**src/rtl/mem_copy_engine.sv**
```systemverilog
// -----------------------------------------------------------------------------
// mem_copy_engine
//
// Byte-wise block copy engine that masters a single-port data RAM. After a
// Start command it alternates one read cycle and one write cycle per byte,
// walking source and destination upward in address order. Both pointers wrap
// modulo 2^ADDR_W.
//
// Ports
//   CLK         system clock, rising edge
//   Reset       asynchronous, active-high reset
//   Start       command strobe, accepted only while idle
//   SrcAddr     first source byte address
//   DstAddr     first destination byte address
//   Len         byte count (0 completes at once; values above 2^ADDR_W saturate)
//   Busy        copy in progress (RD/WR states)
//   Done        one-cycle completion pulse
//   BytesLeft   bytes still to be written (0 when not busy)
//   MemRead     RAM read enable
//   MemWrite    RAM write enable
//   DataSrcA    read address during a read, write data during a write
//   DataSrcB    write address during a write
//   DataMemOut  combinational RAM read data
//
// DATA_W must equal ADDR_W: DataSrcA carries both a read address and a data
// byte, depending on the cycle.
// -----------------------------------------------------------------------------
module mem_copy_engine #(
    parameter int ADDR_W = 8,
    parameter int DATA_W = 8,
    parameter int LEN_W  = ADDR_W + 1
) (
    input  logic              CLK,
    input  logic              Reset,
    input  logic              Start,
    input  logic [ADDR_W-1:0] SrcAddr,
    input  logic [ADDR_W-1:0] DstAddr,
    input  logic [LEN_W-1:0]  Len,
    output logic              Busy,
    output logic              Done,
    output logic [LEN_W-1:0]  BytesLeft,
    output logic              MemRead,
    output logic              MemWrite,
    output logic [DATA_W-1:0] DataSrcA,
    output logic [ADDR_W-1:0] DataSrcB,
    input  logic [DATA_W-1:0] DataMemOut
);

    typedef enum logic [1:0] {
        S_IDLE = 2'd0,
        S_RD   = 2'd1,
        S_WR   = 2'd2,
        S_DONE = 2'd3
    } state_t;

    localparam logic [LEN_W-1:0] MAX_LEN = LEN_W'(1) << ADDR_W;

    state_t            r_state;
    state_t            w_next;
    logic [ADDR_W-1:0] r_src;
    logic [ADDR_W-1:0] r_dst;
    logic [DATA_W-1:0] r_buf;
    logic [LEN_W-1:0]  r_count;

    logic              w_accept;
    logic              w_len_zero;
    logic [LEN_W-1:0]  w_len_sat;

    assign w_accept   = (r_state == S_IDLE) && Start;
    assign w_len_zero = (Len == '0);
    // A copy can never usefully exceed the whole address space.
    assign w_len_sat  = (Len > MAX_LEN) ? MAX_LEN : Len;

    // ------------------------------------------------------------------
    // State register
    // ------------------------------------------------------------------
    always_ff @(posedge CLK or posedge Reset) begin
        if (Reset) begin
            r_state <= S_IDLE;
        end else begin
            r_state <= w_next;
        end
    end

    // ------------------------------------------------------------------
    // Next-state logic
    // ------------------------------------------------------------------
    always_comb begin
        w_next = r_state;
        unique case (r_state)
            S_IDLE: begin
                if (Start) begin
                    w_next = w_len_zero ? S_DONE : S_RD;
                end
            end
            S_RD:   w_next = S_WR;
            // Last byte is the one written while count is still 1.
            S_WR:   w_next = (r_count == LEN_W'(1)) ? S_DONE : S_RD;
            S_DONE: w_next = S_IDLE;
            default: w_next = S_IDLE;
        endcase
    end

    // ------------------------------------------------------------------
    // Moore output decode (state and pointer registers only)
    // ------------------------------------------------------------------
    always_comb begin
        Busy      = 1'b0;
        Done      = 1'b0;
        BytesLeft = '0;
        MemRead   = 1'b0;
        MemWrite  = 1'b0;
        DataSrcA  = '0;
        DataSrcB  = '0;
        unique case (r_state)
            S_RD: begin
                Busy      = 1'b1;
                BytesLeft = r_count;
                MemRead   = 1'b1;
                DataSrcA  = r_src;
            end
            S_WR: begin
                Busy      = 1'b1;
                BytesLeft = r_count;
                MemWrite  = 1'b1;
                DataSrcA  = r_buf;
                DataSrcB  = r_dst;
            end
            S_DONE: begin
                Done = 1'b1;
            end
            default: ;
        endcase
    end

    // ------------------------------------------------------------------
    // Datapath: pointers, byte counter and the single-byte holding buffer
    // ------------------------------------------------------------------
    always_ff @(posedge CLK or posedge Reset) begin
        if (Reset) begin
            r_src   <= '0;
            r_dst   <= '0;
            r_buf   <= '0;
            r_count <= '0;
        end else begin
            if (w_accept && !w_len_zero) begin
                r_src   <= SrcAddr;
                r_dst   <= DstAddr;
                r_count <= w_len_sat;
            end
            if (r_state == S_RD) begin
                r_buf <= DataMemOut;
            end
            if (r_state == S_WR) begin
                // Natural ADDR_W-bit overflow gives the wrap from top to 0.
                r_src   <= r_src + ADDR_W'(1);
                r_dst   <= r_dst + ADDR_W'(1);
                r_count <= r_count - LEN_W'(1);
            end
        end
    end

endmodule

```
**config.mk**
```make
export PLATFORM = sky130hd
export DESIGN_NAME = mem_copy_engine
export DESIGN_NICKNAME = d
export VERILOG_FILES = /design/src/rtl/mem_copy_engine.sv
export SDC_FILE = /design/constraint.sdc
export NUM_CORES = 1
export LEC_CHECK = 0
export CAP_MARGIN = 10
export CORE_ASPECT_RATIO = 1.5
export CORE_MARGIN = 2
export CORE_UTILIZATION = 30
export CTS_CLUSTER_SIZE = 28
export DETAILED_ROUTE_END_ITERATION = 12
export PLACE_DENSITY = 0.58
export RECOVER_POWER = 50
export SYNTH_ARGS = -nofsm -noshare
export SYNTH_HDL_FRONTEND = slang
export SYNTH_SLANG_ARGS = --single-unit
```
**constraint.sdc**
```tcl
create_clock -name CLK -period 2.53 [get_ports CLK]
set_input_delay 0.506 -clock CLK [delete_from_list [all_inputs] [get_ports CLK]]
set_output_delay 0.506 -clock CLK [all_outputs]
set_load 0.02 [all_outputs]
```
==> results of run 1 <==
==> layer usage <==
metal | routed length (um) | vias to the layer above | track usage [%] | part of all wire, %
met3 | 199 | 4 | 2.40 | 3.5
met1 | 2220 | 950 | 17.0 | 39
li1 | - | 961 | - | -
met5 | 0 | - | 0 | 0
met4 | 65 | 0 | 5.58 | 1.1
met2 | 3200 | 38 | 28.4 | 56
==> through the flow <==
| stage | power (W) | util, % | hold slack, ns | cells |
|---|---|---|---|---|
| floorplan | 0.00250 | - | 0.459 | 229 |
| global placement | 0.00336 | 41.9 | 0.476 | 394 |
| detailed placement | 0.00337 | 41.9 | 0.478 | 394 |
| CTS | 0.00367 | 42.7 | 0.497 | 402 |
| global route | 0.00392 | 42.4 | 0.506 | 402 |
| finish | 0.00360 | 42.4 | 0.491 | 402 |
==> layout make-up <==
cell class	instances	area [sq um]
Fill cell	756	4130
Multi-Input combinational cell	177	1230
Sequential cell	35	876
Timing Repair Buffer	75	698
Tap cell	100	125
Clock buffer	5	68.8
Inverter	7	26.3
Clock inverter	3	20.0
==> what timing repair did <==
item / in CTS / in global routing
hold buffers: 0 / 0
gates resized for setup: 25 / 0
setup endpoints to repair: 25 / 0
buffers inserted: 0 / 0
==> synthesized netlist by cell type (all sizes together), types with 2 or more instances <==
cell type  instances
inv                7
xor2               8
clkbuf             4
mux2i             10
nand4              3
a31oi              2
nor3              10
buf                6
a22oi              9
o211ai             4
nor2              15
ha                 9
nand2             21
nand3             12
a211oi             3
nor4               2
o21ai             10
nor2b              9
mux2               9
dfrtp             35
and2              17
a21oi              3
xnor2              3
a31o               2
a221oi             2
==> cells by family after synthesis <==
kind of cell,after synthesis,synth area share (%)
XOR/XNOR,11,4.40
AO/OA/AOI/OAI,44,14.9
flip-flops,35,40.0
buffers and inverters,17,3.31
multiplexers,19,9.19
adder cells (fa/ha/maj),9,5.14
AND/OR/NAND/NOR,94,23.1
==> how the worst min path moves through the flow <==
stage | start | end | slack, ns
2_1_floorplan | r_buf[0] | r_buf[0] | 0.46
3_3_place_gp | r_buf[7] | r_buf[7] | 0.48
3_5_place_dp | r_buf[0] | r_buf[0] | 0.48
4_1_cts | r_buf[7] | r_buf[7] | 0.50
5_1_grt | r_buf[0] | r_buf[0] | 0.51
6_report | r_buf[7] | r_buf[7] | 0.49
==> power groups by stage <==
stage          registers (W)  logic (W)  clock network [W]
6_report             0.00116    0.00204           0.000411
5_1_grt              0.00120    0.00227           0.000444
4_1_cts              0.00116    0.00208           0.000429
3_5_place_dp         0.00116    0.00221                  0
3_3_place_gp         0.00117    0.00219                  0
2_1_floorplan        0.00106    0.00143                  0
==> critical path: cells and delay by family (launching register included) <==
family                     cells  cell delay (ns)
adders and majority gates      1             0.32
buffers and inverters          3             0.86
DFF                            1             0.42
==> state kept, by name, summed over array words and instances (netlist names) <==
register and flops:
r_state 2, r_buf 8, r_count 9, r_dst 8, r_src 8
==> placed cells by master (no fill, tap or decap), types with 2 or more instances in the layout <==
cell type                         count
sky130_fd_sc_hd__a211oi_1             3
sky130_fd_sc_hd__a21oi_1              3
sky130_fd_sc_hd__a221oi_1             2
sky130_fd_sc_hd__a22oi_1              9
sky130_fd_sc_hd__a31oi_1              2
sky130_fd_sc_hd__and2_1              17
sky130_fd_sc_hd__buf_4                8
sky130_fd_sc_hd__clkbuf_8             5
sky130_fd_sc_hd__clkdlybuf4s50_1     38
sky130_fd_sc_hd__clkinvlp_4           2
sky130_fd_sc_hd__dfrtp_1             35
sky130_fd_sc_hd__dlygate4sd2_1       25
sky130_fd_sc_hd__ha_1                 9
sky130_fd_sc_hd__inv_1                7
sky130_fd_sc_hd__mux2_1               8
sky130_fd_sc_hd__mux2i_1             10
sky130_fd_sc_hd__nand2_1             21
sky130_fd_sc_hd__nand3_1             12
sky130_fd_sc_hd__nand4_1              3
sky130_fd_sc_hd__nor2_1              15
sky130_fd_sc_hd__nor2b_1              9
sky130_fd_sc_hd__nor3_1               9
sky130_fd_sc_hd__o211ai_1             4
sky130_fd_sc_hd__o21ai_1             10
sky130_fd_sc_hd__xnor2_1              3
sky130_fd_sc_hd__xor2_1               8
==> Implementation_results.wiki, run 1 <==
{| class="wikitable"
! Metric !! Value
|-
| # IOs || 65
|-
| Net count of the mapped netlist || 274
|-
| Headroom to the max-slew limit || 39.2%
|-
| First-pass GRT wire length || 9390 um
|-
| Launching element type of the critical path || register
|-
| Yosys cell types || 45
|-
| Total CTS buffers || 5
|-
| Finish-stage setup viols || 0
|-
| DRC errors left || 0
|-
| Clock network latency to the later pin of the worst-skew pair || 0.29 ns
|-
| Unrepaired setup endpoints after global routing || false
|-
| Clock skew || 0.00555 ns
|-
| First DRT Iteration DRCs || 90
|-
| Area added between synthesis and finish || 38.9%
|-
| Post-Place Setup Slack || 0.201 ns
|-
| Post-route worst setup slack || 0.141 ns
|-
| Die area || 8020 sq um
|-
| Overflow left after global routing || 0
|-
| Synthesis warning total || 0
|-
| Post-synthesis register bit count || 35
|-
| Outcome || completed
|-
| Post-synthesis average cell area || 9.57 sq um
|-
| Termination of the worst setup path || Busy
|-
| Worst Hold Path Cells || 1
|-
| Share of total power in the clock network || 11.4%
|-
| Synth area leader || sky130_fd_sc_hd__dfrtp_1
|-
| Slowest library cell on the worst path || sky130_fd_sc_hd__clkdlybuf4s50_1
|-
| Layout net count || 346
|-
| Core outline area || 7180 sq um
|-
| Share of the synthesized area in the top cell type || 40.0%
|-
| Std-Cell Rows || 38
|-
| Vias || 1953
|-
| Global routing usage summed across all routing layers || 15.3%
|-
| Internal Pwr Total || 0.00199 W
|-
| Endpoint of the worst register-to-register path || r_count[8]
|-
| CTS max path bufs || 2
|-
| EDFF count, synth || 0
|-
| Power per Cell Area || 1180 nW/um^2
|-
| Total Wirelength || 5690 um
|-
| Max Fanout on Critical Path || 9
|-
| TritonRoute pass-1 iters || 4
|-
| Die Span Y || 109 um
|-
| Class of the most critical setup path || register to output pin
|-
| Placer congestion estimate || 0.801
|-
| Max stage delay on crit path || 0.60 ns
|-
| Setup slack of the worst register-to-register path || 0.21 ns
|-
| Largest voltage drop on the vdd net || 0.374 mV
|-
| Total of max-cap violations || 0
|-
| Achievable clock frequency || 419 MHz
|-
| Synth area leaders || sky130_fd_sc_hd__dfrtp_1, sky130_fd_sc_hd__ha_1, sky130_fd_sc_hd__and2_1
|-
| Pins over their slew limit || 0
|-
| Vias in the first global route || 2012
|-
| Maximum number of pins on one net before global-route repair || 36
|-
| Clock root buffer || sky130_fd_sc_hd__clkbuf_8
|-
| HPWL Detailed || 4390 um
|-
| Switching power share of the total || 44.6%
|-
| Critical path startpoint || r_state[1]
|-
| Fin Setup TNS || 0 ns
|-
| Sw Pwr || 0.00161 W
|-
| Average via count per standard cell || 4.86
|-
| DR WL/cell || 14.2 um
|-
| Number of antenna repair diodes || 0
|-
| Crit share post-route || 94.4%
|-
| Leakage Power || 1.30 nW
|-
| Starting density of the core || 30.5%
|-
| Number of antenna violations at the first check in global routing || 0
|-
| Clock tree from TritonCTS || yes
|-
| Critical path endpoint category || output pin
|-
| Total cell area at the placement stage || 3010 sq um
|-
| Proportion of power drawn by flip-flops and latches || 32.1%
|-
| Required time of the critical path || 2.02 ns
|-
| Die Span X || 73.8 um
|-
| Number of instances in the synthesized netlist || 229
|-
| Number of routed nets with antenna violations || 0
|-
| CP cell instances || inv_1 > ha_1 > buf_4 > clkdlybuf4s50_1
|-
| Clock H-tree levels || 2
|-
| Top flip-flop cell by instance count after synthesis || sky130_fd_sc_hd__dfrtp_1
|-
| Sequential cell area fraction in the yosys report || 40.0%
|-
| Clock-pin slew of the registers on the worst-case setup and hold paths || 0.08 ns
|-
| Summed instance area of the synthesized netlist || 2190 sq um
|-
| Logic depth of the worst register-to-register path || 8
|-
| Worst endpoint data arrival time || 1.88 ns
|-
| Time the final worst path needs with I/O delays and setup || 2.39 ns
|-
| Slew of the pin with the lowest slew margin || 0.913 ns
|-
| Min-Delay Path Class || register to register
|-
| Combinational fraction of design power || 56.5%
|-
| CTS sink cnt || 35
|-
| Number of I/O port buffers || 64
|-
| Fraction of final layout cells sized beyond drive strength 1 || 7.62%
|-
| Share of flip-flops with an asynchronous set or reset after synthesis || 100%
|-
| Final hold violation count || 0
|-
| Startpoint of the worst register-to-register path || r_state[0]
|-
| Final cell area excluding filler cells || 3050 sq um
|}
Note: power is estimated with default switching activity, not from simulation.
==> inputs of run 2 (changes only) <==
--- a/config.mk
+++ b/config.mk
@@ -11,6 +11,7 @@
 export CORE_UTILIZATION = 30
 export CTS_CLUSTER_SIZE = 28
 export DETAILED_ROUTE_END_ITERATION = 12
+export HOLD_SLACK_MARGIN = 0.05
 export PLACE_DENSITY = 0.58
 export RECOVER_POWER = 50
 export SYNTH_ARGS = -nofsm -noshare
==> results of run 2 <==
The final DEF is identical to that of run 1; final timing and power are the same.
==> inputs of run 3 (changes only) <==
--- a/config.mk
+++ b/config.mk
@@ -14,6 +14,7 @@
 export HOLD_SLACK_MARGIN = 0.05
 export PLACE_DENSITY = 0.58
 export RECOVER_POWER = 50
+export SETUP_SLACK_MARGIN = 0.15
 export SYNTH_ARGS = -nofsm -noshare
 export SYNTH_HDL_FRONTEND = slang
 export SYNTH_SLANG_ARGS = --single-unit
==> run 3 against run 2 <==
  * Cell count rose by 0.75%
  * Clock power barely moved
  * Sequential share of layout area barely moved
  * Fmax rose by 4.9%
  * Sequential power barely moved
  * Global-route usage did not move
  * Utilization barely moved
  * Non-clock buffer count rose by 3
==> Implementation_results.wiki, run 3 (synthesized netlist as in run 1, its figures left out) <==
{| class="wikitable"
! Metric !! Value
|-
| Worst endpoint data arrival time || 1.77 ns (was 1.88 ns)
|-
| Final hold violation count || 0 (unchanged)
|-
| Clock-pin slew of the registers on the worst-case setup and hold paths || 0.08 ns (about the same)
|-
| Clock tree from TritonCTS || yes (unchanged)
|-
| Critical path endpoint category || output pin (unchanged)
|-
| HPWL Detailed || 4390 um (unchanged)
|-
| Pins over their slew limit || 0 (unchanged)
|-
| Total Wirelength || 5720 um (was 5690 um)
|-
| Area added between synthesis and finish || 38.8% (was 38.9%)
|-
| Outcome || completed (unchanged)
|-
| Global routing usage summed across all routing layers || 15.3% (unchanged)
|-
| First-pass GRT wire length || 9390 um (unchanged)
|-
| Die Span X || 73.8 um (unchanged)
|-
| Clock skew || 0.00618 ns (was 0.00555 ns)
|-
| First DRT Iteration DRCs || 75 (was 90)
|-
| Register with the most flip-flops || r_count (unchanged)
|-
| TritonRoute pass-1 iters || 4 (unchanged)
|-
| Finish-stage setup viols || 0 (unchanged)
|-
| Final worst hold slack || 0.491 ns (about the same)
|-
| Crit share post-route || 90.0% (was 94.4%)
|-
| Time the final worst path needs with I/O delays and setup || 2.28 ns (was 2.39 ns)
|-
| Post-Place Setup Slack || 0.201 ns (unchanged)
|-
| Fin Setup TNS || 0 ns (unchanged)
|-
| Number of I/O port buffers || 64 (unchanged)
|-
| Max Fanout on Critical Path || 34 (was 9)
|-
| DR WL/cell || 14.1 um (was 14.2 um)
|-
| Starting density of the core || 30.5% (unchanged)
|-
| Achievable clock frequency || 439 MHz (was 419 MHz)
|-
| Number of antenna repair diodes || 0 (unchanged)
|-
| Headroom to the max-slew limit || 39.4% (was 39.2%)
|-
| Placer congestion estimate || 0.801 (unchanged)
|-
| Class of the most critical setup path || register to output pin (unchanged)
|-
| DRC errors left || 0 (unchanged)
|-
| Overflow left after global routing || 0 (unchanged)
|-
| Post-route worst setup slack || 0.253 ns (was 0.141 ns)
|-
| Number of antenna violations at the first check in global routing || 0 (unchanged)
|-
| Slew of the pin with the lowest slew margin || 0.910 ns (was 0.913 ns)
|-
| Power per Cell Area || 1190 nW/um^2 (was 1180 nW/um^2)
|-
| Die Span Y || 109 um (unchanged)
|-
| Clock root buffer || sky130_fd_sc_hd__clkbuf_8 (unchanged)
|-
| Leakage Power || 1.30 nW (about the same)
|-
| Number of hold-repair buffers added at the cts stage || 0 (unchanged)
|-
| Total CTS buffers || 5 (unchanged)
|-
| Vias || 1960 (was 1953)
|-
| CTS sink cnt || 35 (unchanged)
|-
| Required time of the critical path || 2.02 ns (about the same)
|-
| Commonest cells after routing, fill and taps aside || sky130_fd_sc_hd__clkdlybuf4s50_1, sky130_fd_sc_hd__dfrtp_1, sky130_fd_sc_hd__nand2_1, sky130_fd_sc_hd__and2_1 (was sky130_fd_sc_hd__clkdlybuf4s50_1, sky130_fd_sc_hd__dfrtp_1, sky130_fd_sc_hd__dlygate4sd2_1, sky130_fd_sc_hd__nand2_1, sky130_fd_sc_hd__and2_1)
|-
| Total of max-cap violations || 0 (unchanged)
|-
| Number of fillers in the final layout || 750 (was 756)
|-
| Std-Cell Rows || 38 (unchanged)
|-
| # IOs || 65 (unchanged)
|-
| Maximum number of pins on one net before global-route repair || 36 (unchanged)
|-
| Core outline area || 7180 sq um (unchanged)
|-
| Die area || 8020 sq um (unchanged)
|-
| Average via count per standard cell || 4.84 (was 4.86)
|-
| Min-Delay Path Class || register to register (unchanged)
|-
| Largest voltage drop on the vdd net || 0.366 mV (was 0.374 mV)
|-
| Vias in the first global route || 2012 (unchanged)
|-
| Clock H-tree levels || 2 (unchanged)
|-
| Unrepaired setup endpoints after global routing || false (unchanged)
|-
| Number of flip-flops in the largest register || 9 (unchanged)
|-
| CTS max path bufs || 2 (unchanged)
|-
| Clock network latency to the later pin of the worst-skew pair || 0.29 ns (about the same)
|-
| Number of routed nets with antenna violations || 0 (unchanged)
|-
| Layout net count || 349 (was 346)
|-
| Power after layout || 0.00361 W (was 0.00360 W)
|-
| Fraction of final layout cells sized beyond drive strength 1 || 11.8% (was 7.62%)
|-
| Launching element type of the critical path || register (unchanged)
|}
[run 3: timing repair]
action                                 CTS  global route
setup endpoints to repair               26            16
gates cloned                             0             0
buffers inserted                         0             3
endpoints found under the hold margin    0             0
resized for setup                       26            22
[run 3: final cells by class]
type,count,area [sq um],share of cell area [%]
timing repair buffer,78,691,22.7
inverter,7,26.3,0.863
multi-input combinational,177,1240,40.6
sequential,35,876,28.8
clock inverter,3,20.0,0.658
clock buffer,5,68.8,2.26
tap,100,125,4.11
[run 3: where the power goes]
group	switching [W]	internal [W]
clock network	0.000219	0.000192
logic	0.00109	0.000956
registers	0.000315	0.000838
[run 3: stage by stage]
step	util, %	instance area, sq um	cells
2_1_floorplan	-	2190	229
3_3_place_gp	41.9	3010	394
3_5_place_dp	41.9	3010	394
4_1_cts	42.7	3060	402
5_1_grt	42.4	3040	405
6_report	42.4	3040	405
[run 3: worst paths after layout]
path                            start          end  slack [ns]  cells after the start
max reg2reg                r_state[0]   r_count[8]        0.30                      8
min reg2reg                  r_buf[7]     r_buf[7]        0.49                      1
max in group asynchronous       Reset     r_dst[6]        1.03                      3
max                        r_state[0]  DataSrcB[1]        0.25                      5
min in group asynchronous       Reset   r_count[2]        0.92                      3
min                          r_buf[7]     r_buf[7]        0.49                      1
[run 3: critical path: stages, from the launching register on]
cell	delay [ns]
sky130_fd_sc_hd__dfrtp_1	0.42
sky130_fd_sc_hd__inv_1	0.14
sky130_fd_sc_hd__ha_1	0.24
sky130_fd_sc_hd__buf_12	0.21
sky130_fd_sc_hd__and2_1	0.15
sky130_fd_sc_hd__dlygate4sd2_1	0.33
[run 3: per-layer routing]
layer | GRT usage, % | share of wire [%] | up-vias
met2 | 28.4 | 56 | 37
li1 | - | - | 966
met1 | 17.0 | 39 | 953
met3 | 2.40 | 3.7 | 4
met5 | 0 | 0 | -
met4 | 5.58 | 1.1 | 0
